==> src/rtl/oam_dma_pkg.sv <==
// Shared state encoding and constants for the OAM sprite DMA engine.
package oam_dma_pkg;

   typedef enum logic [2:0] {
      IDLE  = 3'd0,
      HALT  = 3'd1,
      ALIGN = 3'd2,
      GET   = 3'd3,
      PUT   = 3'd4
   } dma_state_t;

   localparam logic [15:0] PUT_ADDR_DEFAULT = 16'h2004;
   localparam int          CNT_W            = 8;

endpackage

==> src/rtl/oam_dma.sv <==
// OAM sprite DMA: a $4014 write halts the CPU and copies one 256-byte page to $2004.
// Optional status outputs (DMA_CNT, DMA_DONE) are enabled with OAM_DMA_STATUS_EN.
module oam_dma
   import oam_dma_pkg::*;
#(
   parameter logic [15:0] PUT_ADDR = PUT_ADDR_DEFAULT
)
(
   input  logic              CLK,
   input  logic              RES,
   input  logic              W4014,
   input  logic [7:0]        DB_IN,
   input  logic              CPU_RNW,
   input  logic [7:0]        DMA_DIN,
   output logic              RDY,
   output logic [15:0]       DMA_ADDR,
   output logic              DMA_RD,
   output logic              DMA_WR,
   output logic [7:0]        DMA_DOUT,
   output logic              DMA_BUSY
`ifdef OAM_DMA_STATUS_EN
   ,
   output logic [CNT_W-1:0]  DMA_CNT,
   output logic              DMA_DONE
`endif
);

   dma_state_t       state_r;
   logic             phase_r;
   logic [CNT_W-1:0] cnt_r;
   logic [7:0]       page_r;
   logic [CNT_W-1:0] cnt_inc_s;

   assign cnt_inc_s = cnt_r + CNT_W'(1);

   // Get/put phase: GET always lands on phase 0, PUT on phase 1.
   always_ff @(posedge CLK) begin
      if (RES) begin
         phase_r <= 1'b0;
      end else begin
         phase_r <= ~phase_r;
      end
   end

   // Transfer FSM; outputs are registered alongside the state they belong to.
   always_ff @(posedge CLK) begin
      if (RES) begin
         state_r  <= IDLE;
         cnt_r    <= '0;
         page_r   <= 8'h00;
         RDY      <= 1'b1;
         DMA_ADDR <= 16'h0000;
         DMA_RD   <= 1'b0;
         DMA_WR   <= 1'b0;
         DMA_DOUT <= 8'h00;
         DMA_BUSY <= 1'b0;
      end else begin
         case (state_r)
            IDLE: begin
               if (W4014) begin
                  page_r   <= DB_IN;
                  state_r  <= HALT;
                  RDY      <= 1'b0;
                  DMA_BUSY <= 1'b1;
               end
            end
            // The CPU only stops on a read cycle, so writes keep us waiting here.
            HALT: begin
               if (CPU_RNW) begin
                  if (phase_r) begin
                     state_r  <= GET;
                     DMA_ADDR <= {page_r, cnt_r};
                     DMA_RD   <= 1'b1;
                  end else begin
                     state_r  <= ALIGN;
                  end
               end
            end
            ALIGN: begin
               state_r  <= GET;
               DMA_ADDR <= {page_r, cnt_r};
               DMA_RD   <= 1'b1;
            end
            GET: begin
               state_r  <= PUT;
               DMA_RD   <= 1'b0;
               DMA_WR   <= 1'b1;
               DMA_ADDR <= PUT_ADDR;
               DMA_DOUT <= DMA_DIN;
            end
            PUT: begin
               cnt_r  <= cnt_inc_s;
               DMA_WR <= 1'b0;
               if (cnt_r == {CNT_W{1'b1}}) begin
                  state_r  <= IDLE;
                  DMA_ADDR <= 16'h0000;
                  RDY      <= 1'b1;
                  DMA_BUSY <= 1'b0;
               end else begin
                  state_r  <= GET;
                  DMA_ADDR <= {page_r, cnt_inc_s};
                  DMA_RD   <= 1'b1;
               end
            end
            default: begin
               state_r  <= IDLE;
               cnt_r    <= '0;
               RDY      <= 1'b1;
               DMA_ADDR <= 16'h0000;
               DMA_RD   <= 1'b0;
               DMA_WR   <= 1'b0;
               DMA_BUSY <= 1'b0;
            end
         endcase
      end
   end

`ifdef OAM_DMA_STATUS_EN
   logic done_r;

   // Completion pulse in the cycle RDY comes back.
   always_ff @(posedge CLK) begin
      if (RES) begin
         done_r <= 1'b0;
      end else begin
         done_r <= (state_r == PUT) && (cnt_r == {CNT_W{1'b1}});
      end
   end

   assign DMA_CNT  = cnt_r;
   assign DMA_DONE = done_r;
`endif

endmodule

==> config.mk <==
export PLATFORM = sky130hd
export DESIGN_NAME = oam_dma
export DESIGN_NICKNAME = d
export VERILOG_FILES = /design/src/rtl/oam_dma_pkg.sv /design/src/rtl/oam_dma.sv
export SDC_FILE = /design/constraint.sdc
export NUM_CORES = 1
export LEC_CHECK = 0
export BUFFER_PORTS_ARGS = -buffer_cell sky130_fd_sc_hd__buf_4
export CORE_ASPECT_RATIO = 1.2
export CORE_UTILIZATION = 57
export DETAILED_ROUTE_END_ITERATION = 6
export PLACE_DENSITY = 0.83
export SETUP_SLACK_MARGIN = 0.02
export SYNTH_ARGS = -nofsm -noshare
export SYNTH_HDL_FRONTEND = slang
export SYNTH_SLANG_ARGS = --single-unit
==> constraint.sdc <==
create_clock -name CLK -period 5.4 [get_ports CLK]
set_input_delay 0.54 -clock CLK [delete_from_list [all_inputs] [get_ports CLK]]
set_output_delay 0.54 -clock CLK [all_outputs]
set_load 0.05 [all_outputs]
==> results_dict.tcl, run 1 <==
set metrics [dict create \
    n_antenna_cell 0 \
    num_vias 2014 \
    finalSetupViolCount 0 \
    setup-tns-final_ns 0 \
    insertion_delay_ns 0.31 \
    rows 23 \
    grt_pass1_wl_um 7960 \
    htreeDepth 2 \
    fin_cells 334 \
    dieArea_um2 3960 \
    rsz0062_at_grt "false" \
    synth_top_family_by_area "compound AO/OA/AOI/OAI gates" \
    routed_wl_um 4850 \
    critPathKind "flip-flop to flip-flop" \
    start_kind "flip-flop" \
    cp_cell_sequence "or3b_1 > a41o_4 > or3_1 > o221ai_1" \
    core_um2 3450 \
    syn-num-nets 281 \
    viasPerCell 6.03 \
    grt_max_degree 39 \
    cts_resized 0 \
    ys_seq_elements 48 \
    power_mw 1.03 \
    antenna_found_initial 0 \
    crit_slowest_cell "dfxtp_1" \
    post-dp-hpwl_um 3390 \
    post_cts_buffers 0 \
    wl_met1_um 2110 \
    drc 3 \
    synth_compound_area_share_pct 27.0 \
    nNetsFinal 317 \
    crit_path_end_kind "flip-flop" \
    synth.mux.area_fraction_pct 0 \
    cts_tree "built" \
    status "finished, violations left" \
    mostFrequentLayoutCell "dfxtp_1" \
    tightestPinTransition_ns 1.04 \
    cts_hold_buffers 0 \
    clockRootBuffer "clkbuf_8" \
    gp_congestion 0.938 \
    firstDrtPassIters 6 \
    overflow 0 \
    layout_setup_ws_ns 3.03 \
    clk_path_buf_depth 2 \
    yosysUniqueCellTypes 48 \
    synthCells 260 \
    synthSimpleGateAreaFrac_pct 20.8 \
    async_flop_share_pct 0 \
    final_cell_mix "dfxtp_1, nand2_1, buf_4" \
    crit_family "simple AND/OR/NAND/NOR gates" \
    syn_avg_cell_area_um2 8.14 \
    placed_cell_area_um2 2430 \
    drive_gt1_share_pct 20.5 \
    power.density_nw_per_um2 403 \
    place_ws_ns 3.01 \
    boundaryPins 48 \
    syn-cell-area_um2 2120 \
    first_iter_violations 85 \
    start_util_pct 61.3 \
    max-slew-margin-rel_pct 30.5 \
    top_layer_used "met4" \
    cap_violations 0 \
    crit_arrival_ns 2.59 \
    synthFlopType "dfxtp_1" \
    yosysWarnings 0 \
    violations "DRC" \
    synthToLayoutAreaGrowth_pct 20.2 \
    critPathBufInv 0 \
    die_h_um 68.7 \
    crit_path_max_fanout 27 \
    finalInstanceArea_um2 2540 \
    min_period_ns 2.37 \
    worstPathRequired_ns 5.62 \
    track_usage_pct 26.3 \
    maxClockFrequency_mhz 422 \
    cellLeakagePower_nw 0.995 \
    first_global_vias 1779 \
    slew_violations 0 \
    skew_ns 0.00625 \
    finalCritPeriodShare_pct 43.9 \
    drtAntennaViolNets 0 \
    yosys.area_share.adder_pct 0.591 \
    dr_wl_met3_um 354 \
    portBuffers 47 \
    hp-class "flip-flop to flip-flop" \
    synthXorXnorAreaFrac_pct 1.24 \
    route.met2.wl_um 2290 \
    peakVddDrop_uv 241 \
    path_clk_slew_ns 0.09 \
    wl_per_cell_um 14.5 \
    numCtsBuffers 5 \
    cts_sinks 48 \
    die_w_um 57.6 \
    cpPeakStageDelay_ns 0.88 \
    seq_area_frac_synth_pct 45.4 \
    dp.cells 326 \
    hold_violations 0 \
    synth_edf_count 0 \
]
## tightest hold or removal path: stages, from the launching register on
cell     delay (ns)
dfxtp_1        0.32
nand2_1        0.05
a21oi_1        0.05
## cell families after synthesis
| group | Yosys count |
|---|---|
| buf+inv | 22 |
| flops | 48 |
| xor+xnor | 3 |
| simple gates | 98 |
| compound gates | 88 |
| fa+ha+maj | 1 |
## synth_stat cells (3+ instances only)
cell type  number  area share (%)
nand2b_1        4             1.2
o21ai_0        15             3.5
o22ai_1         3            0.89
clkbuf_1       13             2.3
dfxtp_1        48              45
nor2_1         22             3.9
inv_1           3            0.53
nand2_1        47             8.3
a22o_1          7             2.9
nand3_1         8             1.9
or3_1           3            0.89
a21oi_1        37             8.8
a31oi_1         5             1.5
## state kept, by name, indices dropped and copies added (netlist names)
register / cells
cnt_r: 8
phase_r: 1
DMA_WR: 1
state_r: 3
DMA_RD: 1
DMA_BUSY: 1
page_r: 8
RDY: 1
DMA_DOUT: 8
DMA_ADDR: 16
## where the power goes
group          internal, mW  total (mW)  leakage (nW)  switching (mW)
registers             0.393       0.441         0.390          0.0475
logic                 0.106       0.319         0.547           0.213
clock network         0.139       0.266        0.0583           0.127
total                 0.638        1.03         0.995           0.387
## metal layers
metal	vias up	global-route usage, %
li1	994	-
met1	926	33.1
met2	81	43.0
met3	13	5.41
met4	0	13.1
met5	-	0
## area by class of cell
| type | instances | area (um^2) |
|---|---|---|
| well taps | 37 | 46.3 |
| fillers | 293 | 911 |
| flip-flops and latches | 48 | 961 |
| clock inverters | 3 | 47.5 |
| repair buffers | 47 | 353 |
| clock buffers | 5 | 68.8 |
| inverters | 4 | 15.0 |
| multi-input cells | 190 | 1050 |
## worst paths after layout
kind                              endpoint                     start  cells past startpoint  slack [ns]
hold reg to reg   DMA_DOUT[3]$_SDFFE_PP0N_  DMA_DOUT[3]$_SDFFE_PP0N_                      2        0.46
setup reg to reg  DMA_ADDR[5]$_SDFFE_PP0P_   state_r[2]$_SDFFE_PP0P_                      4        3.03
setup / recovery  DMA_ADDR[5]$_SDFFE_PP0P_   state_r[2]$_SDFFE_PP0P_                      4        3.03
hold / removal    DMA_DOUT[3]$_SDFFE_PP0N_  DMA_DOUT[3]$_SDFFE_PP0N_                      2        0.46
## metrics by stage
step / util (%) / hold WS (ns)
2_1_floorplan: - / 0.427
3_5_place_dp: 70.3 / 0.447
4_1_cts: 73.6 / 0.459
3_3_place_gp: 70.3 / 0.438
5_1_grt: 73.6 / 0.468
6_report: 73.6 / 0.457
Note: power is estimated with default switching activity, not from simulation.
==> inputs of run 2 (changes only) <==
--- a/config.mk
+++ b/config.mk
@@ -7,9 +7,9 @@
 export LEC_CHECK = 0
 export BUFFER_PORTS_ARGS = -buffer_cell sky130_fd_sc_hd__buf_4
 export CORE_ASPECT_RATIO = 1.2
-export CORE_UTILIZATION = 57
+export CORE_UTILIZATION = 48
 export DETAILED_ROUTE_END_ITERATION = 6
-export PLACE_DENSITY = 0.83
+export PLACE_DENSITY = 0.74
 export SETUP_SLACK_MARGIN = 0.02
 export SYNTH_ARGS = -nofsm -noshare
 export SYNTH_HDL_FRONTEND = slang
==> constraint.sdc (replaced) <==
create_clock -name CLK -period 1.93 [get_ports CLK]
set_input_delay 0.193 -clock CLK [delete_from_list [all_inputs] [get_ports CLK]]
set_output_delay 0.193 -clock CLK [all_outputs]
set_load 0.05 [all_outputs]
==> run 2 against run 1 <==
The flow now finishes without violations. Register-to-register slack worse by 2.9 ns. Via count is 0.65% lower. Sequential cell count stayed put. Core utilization is 10 points lower. Fmax is 32% higher. Design area is 5.6% higher. Count of clock-buffer cells in the layout stayed put. First-iteration DRC count is 8.2% higher. Highest routed layer unchanged.
==> results_dict.tcl, run 2 (synthesis results as in run 1) <==
set metrics [dict create \
    cellLeakagePower_nw 1.07 \
    slew_violations 0 \
    peakVddDrop_uv 564 \
    reg2reg_from "state_r[0]$_SDFFE_PP0P_" \
    skew_ns 0.00858 \
    register_area_um2 961 \
    path_clk_slew_ns 0.09 \
    finalInstanceArea_um2 2680 \
    hp-class "input port to flip-flop" \
    track_usage_pct 22.4 \
    cap_violations 0 \
    overflow 0 \
    dr_wl_met3_um 292 \
    status "finished clean" \
    post-dp-hpwl_um 3740 \
    die_w_um 62.6 \
    fill_cells 401 \
    start_kind "flip-flop" \
    first_iter_violations 92 \
    wl_met1_um 2300 \
    n_antenna_cell 0 \
    top_register "DMA_ADDR" \
    cts_tree "built" \
    multi_input_area_um2 1060 \
    r2r_slack_ns 0.14 \
    dieArea_um2 4680 \
    drive_gt1_share_pct 23.9 \
    finalCritPeriodShare_pct 93.0 \
    min_from "DMA_DIN[2]" \
    core_um2 4230 \
    r2r_end "DMA_ADDR[5]$_SDFFE_PP0P_" \
    min_period_ns 1.79 \
    boundaryPins 48 \
    insertion_delay_ns 0.30 \
    gp_congestion 0.942 \
    routed_wl_um 5110 \
    htreeDepth 2 \
    top_layer_used "met4" \
    route.met2.wl_um 2430 \
    antenna_found_initial 0 \
    finalSetupViolCount 0 \
    final_cell_mix "buf_4, dfxtp_1, nand2_1" \
    crit_arrival_ns 2.02 \
    hold_violations 0 \
    largest_reg_flops 16 \
    clockRootBuffer "clkbuf_8" \
    portBuffers 47 \
    die_h_um 74.7 \
    clk_path_buf_depth 2 \
    num_vias 2001 \
    cts_hold_buffers 0 \
    first_global_vias 1819 \
    rows 26 \
    setup-tns-final_ns 0 \
    final_util_pct 63.5 \
    cts_sinks 48 \
    numCtsBuffers 5 \
    firstDrtPassIters 4 \
    power.density_nw_per_um2 1140 \
    max-slew-margin-rel_pct 65.4 \
    drtAntennaViolNets 0 \
    placed_cell_area_um2 2540 \
    grt_pass1_wl_um 8220 \
    rsz0062_at_grt "false" \
    critPathKind "flip-flop to flip-flop" \
    r2r_cells 4 \
    mostFrequentLayoutCell "buf_4" \
    grt_max_degree 27 \
    worstPathRequired_ns 2.16 \
    tightestPinTransition_ns 0.517 \
    cp-endpoint "DMA_ADDR[5]$_SDFFE_PP0P_" \
    drc 0 \
    viasPerCell 5.48 \
    start_util_pct 50.0 \
    nNetsFinal 329 \
    crit_path_max_fanout 13 \
    wl_per_cell_um 14.0 \
    synthToLayoutAreaGrowth_pct 26.8 \
    startpoint "state_r[0]$_SDFFE_PP0P_" \
    maxClockFrequency_mhz 557 \
    crit_path_end_kind "flip-flop" \
]
run 2: changes by cell type in the layout (fill, tap and decap cells not counted):
| cell | delta |
|---|---|
| buf_4 | +12 |
| clkinv_4 | -2 |
| a221oi_1 | -1 |
| a221oi_2 | +1 |
| bufinv_16 | +1 |
| inv_6 | +1 |
run 2: worst min-delay path by stage:
stage	cells after the start	to
floorplan	2	page_r[5]$_SDFFE_PP0P_
global placement	2	DMA_ADDR[2]$_SDFFE_PP0P_
detailed placement	2	DMA_ADDR[1]$_SDFFE_PP0P_
CTS	3	DMA_DOUT[2]$_SDFFE_PP0N_
global route	3	DMA_DOUT[2]$_SDFFE_PP0N_
finish	3	DMA_DOUT[2]$_SDFFE_PP0N_
run 2: cell type report:
| class | instances | share of cell area, % |
|---|---|---|
| Clock buffer | 5 | 2.56 |
| Clock inverter | 3 | 2.56 |
| Inverter | 4 | 0.559 |
| Multi-Input combinational cell | 190 | 39.4 |
| Sequential cell | 48 | 35.8 |
| Tap cell | 56 | 2.61 |
| Timing Repair Buffer | 59 | 16.5 |
run 2: timing repair:
action,in CTS,in global routing
setup buffers,0,0
hold endpoints to repair,0,0
endpoints found under the setup margin,0,1
resized for setup,0,1
run 2: metrics by stage:
step                hold slack (ns)  power [mW]  setup slack, ns  instances
floorplan                     0.329        1.92            0.249        260
global placement              0.438        2.20            0.232        357
detailed placement            0.445        2.21            0.193        357
CTS                           0.124        3.07            0.158        365
global route                  0.122        3.22           0.0617        365
finish                        0.127        3.07            0.135        365
run 2: layer usage:
layer,vias up,global-route usage (%)
met1,906,27.1
met5,-,0
li1,1013,-
met3,10,4.39
met4,0,9.82
met2,72,39.4
run 2: worst max-delay path, cell delays in order, from the launching register on:
cell	delay, ns
dfxtp_1	0.43
or3b_1	0.53
a41o_4	0.31
or3_1	0.38
o221ai_1	0.07
run 2: power breakdown:
part	internal, mW	switching, mW	total, mW
Combinational	0.341	0.662	1.00
Sequential	1.10	0.0953	1.19
Clock	0.521	0.350	0.872
Total	1.96	1.11	3.07
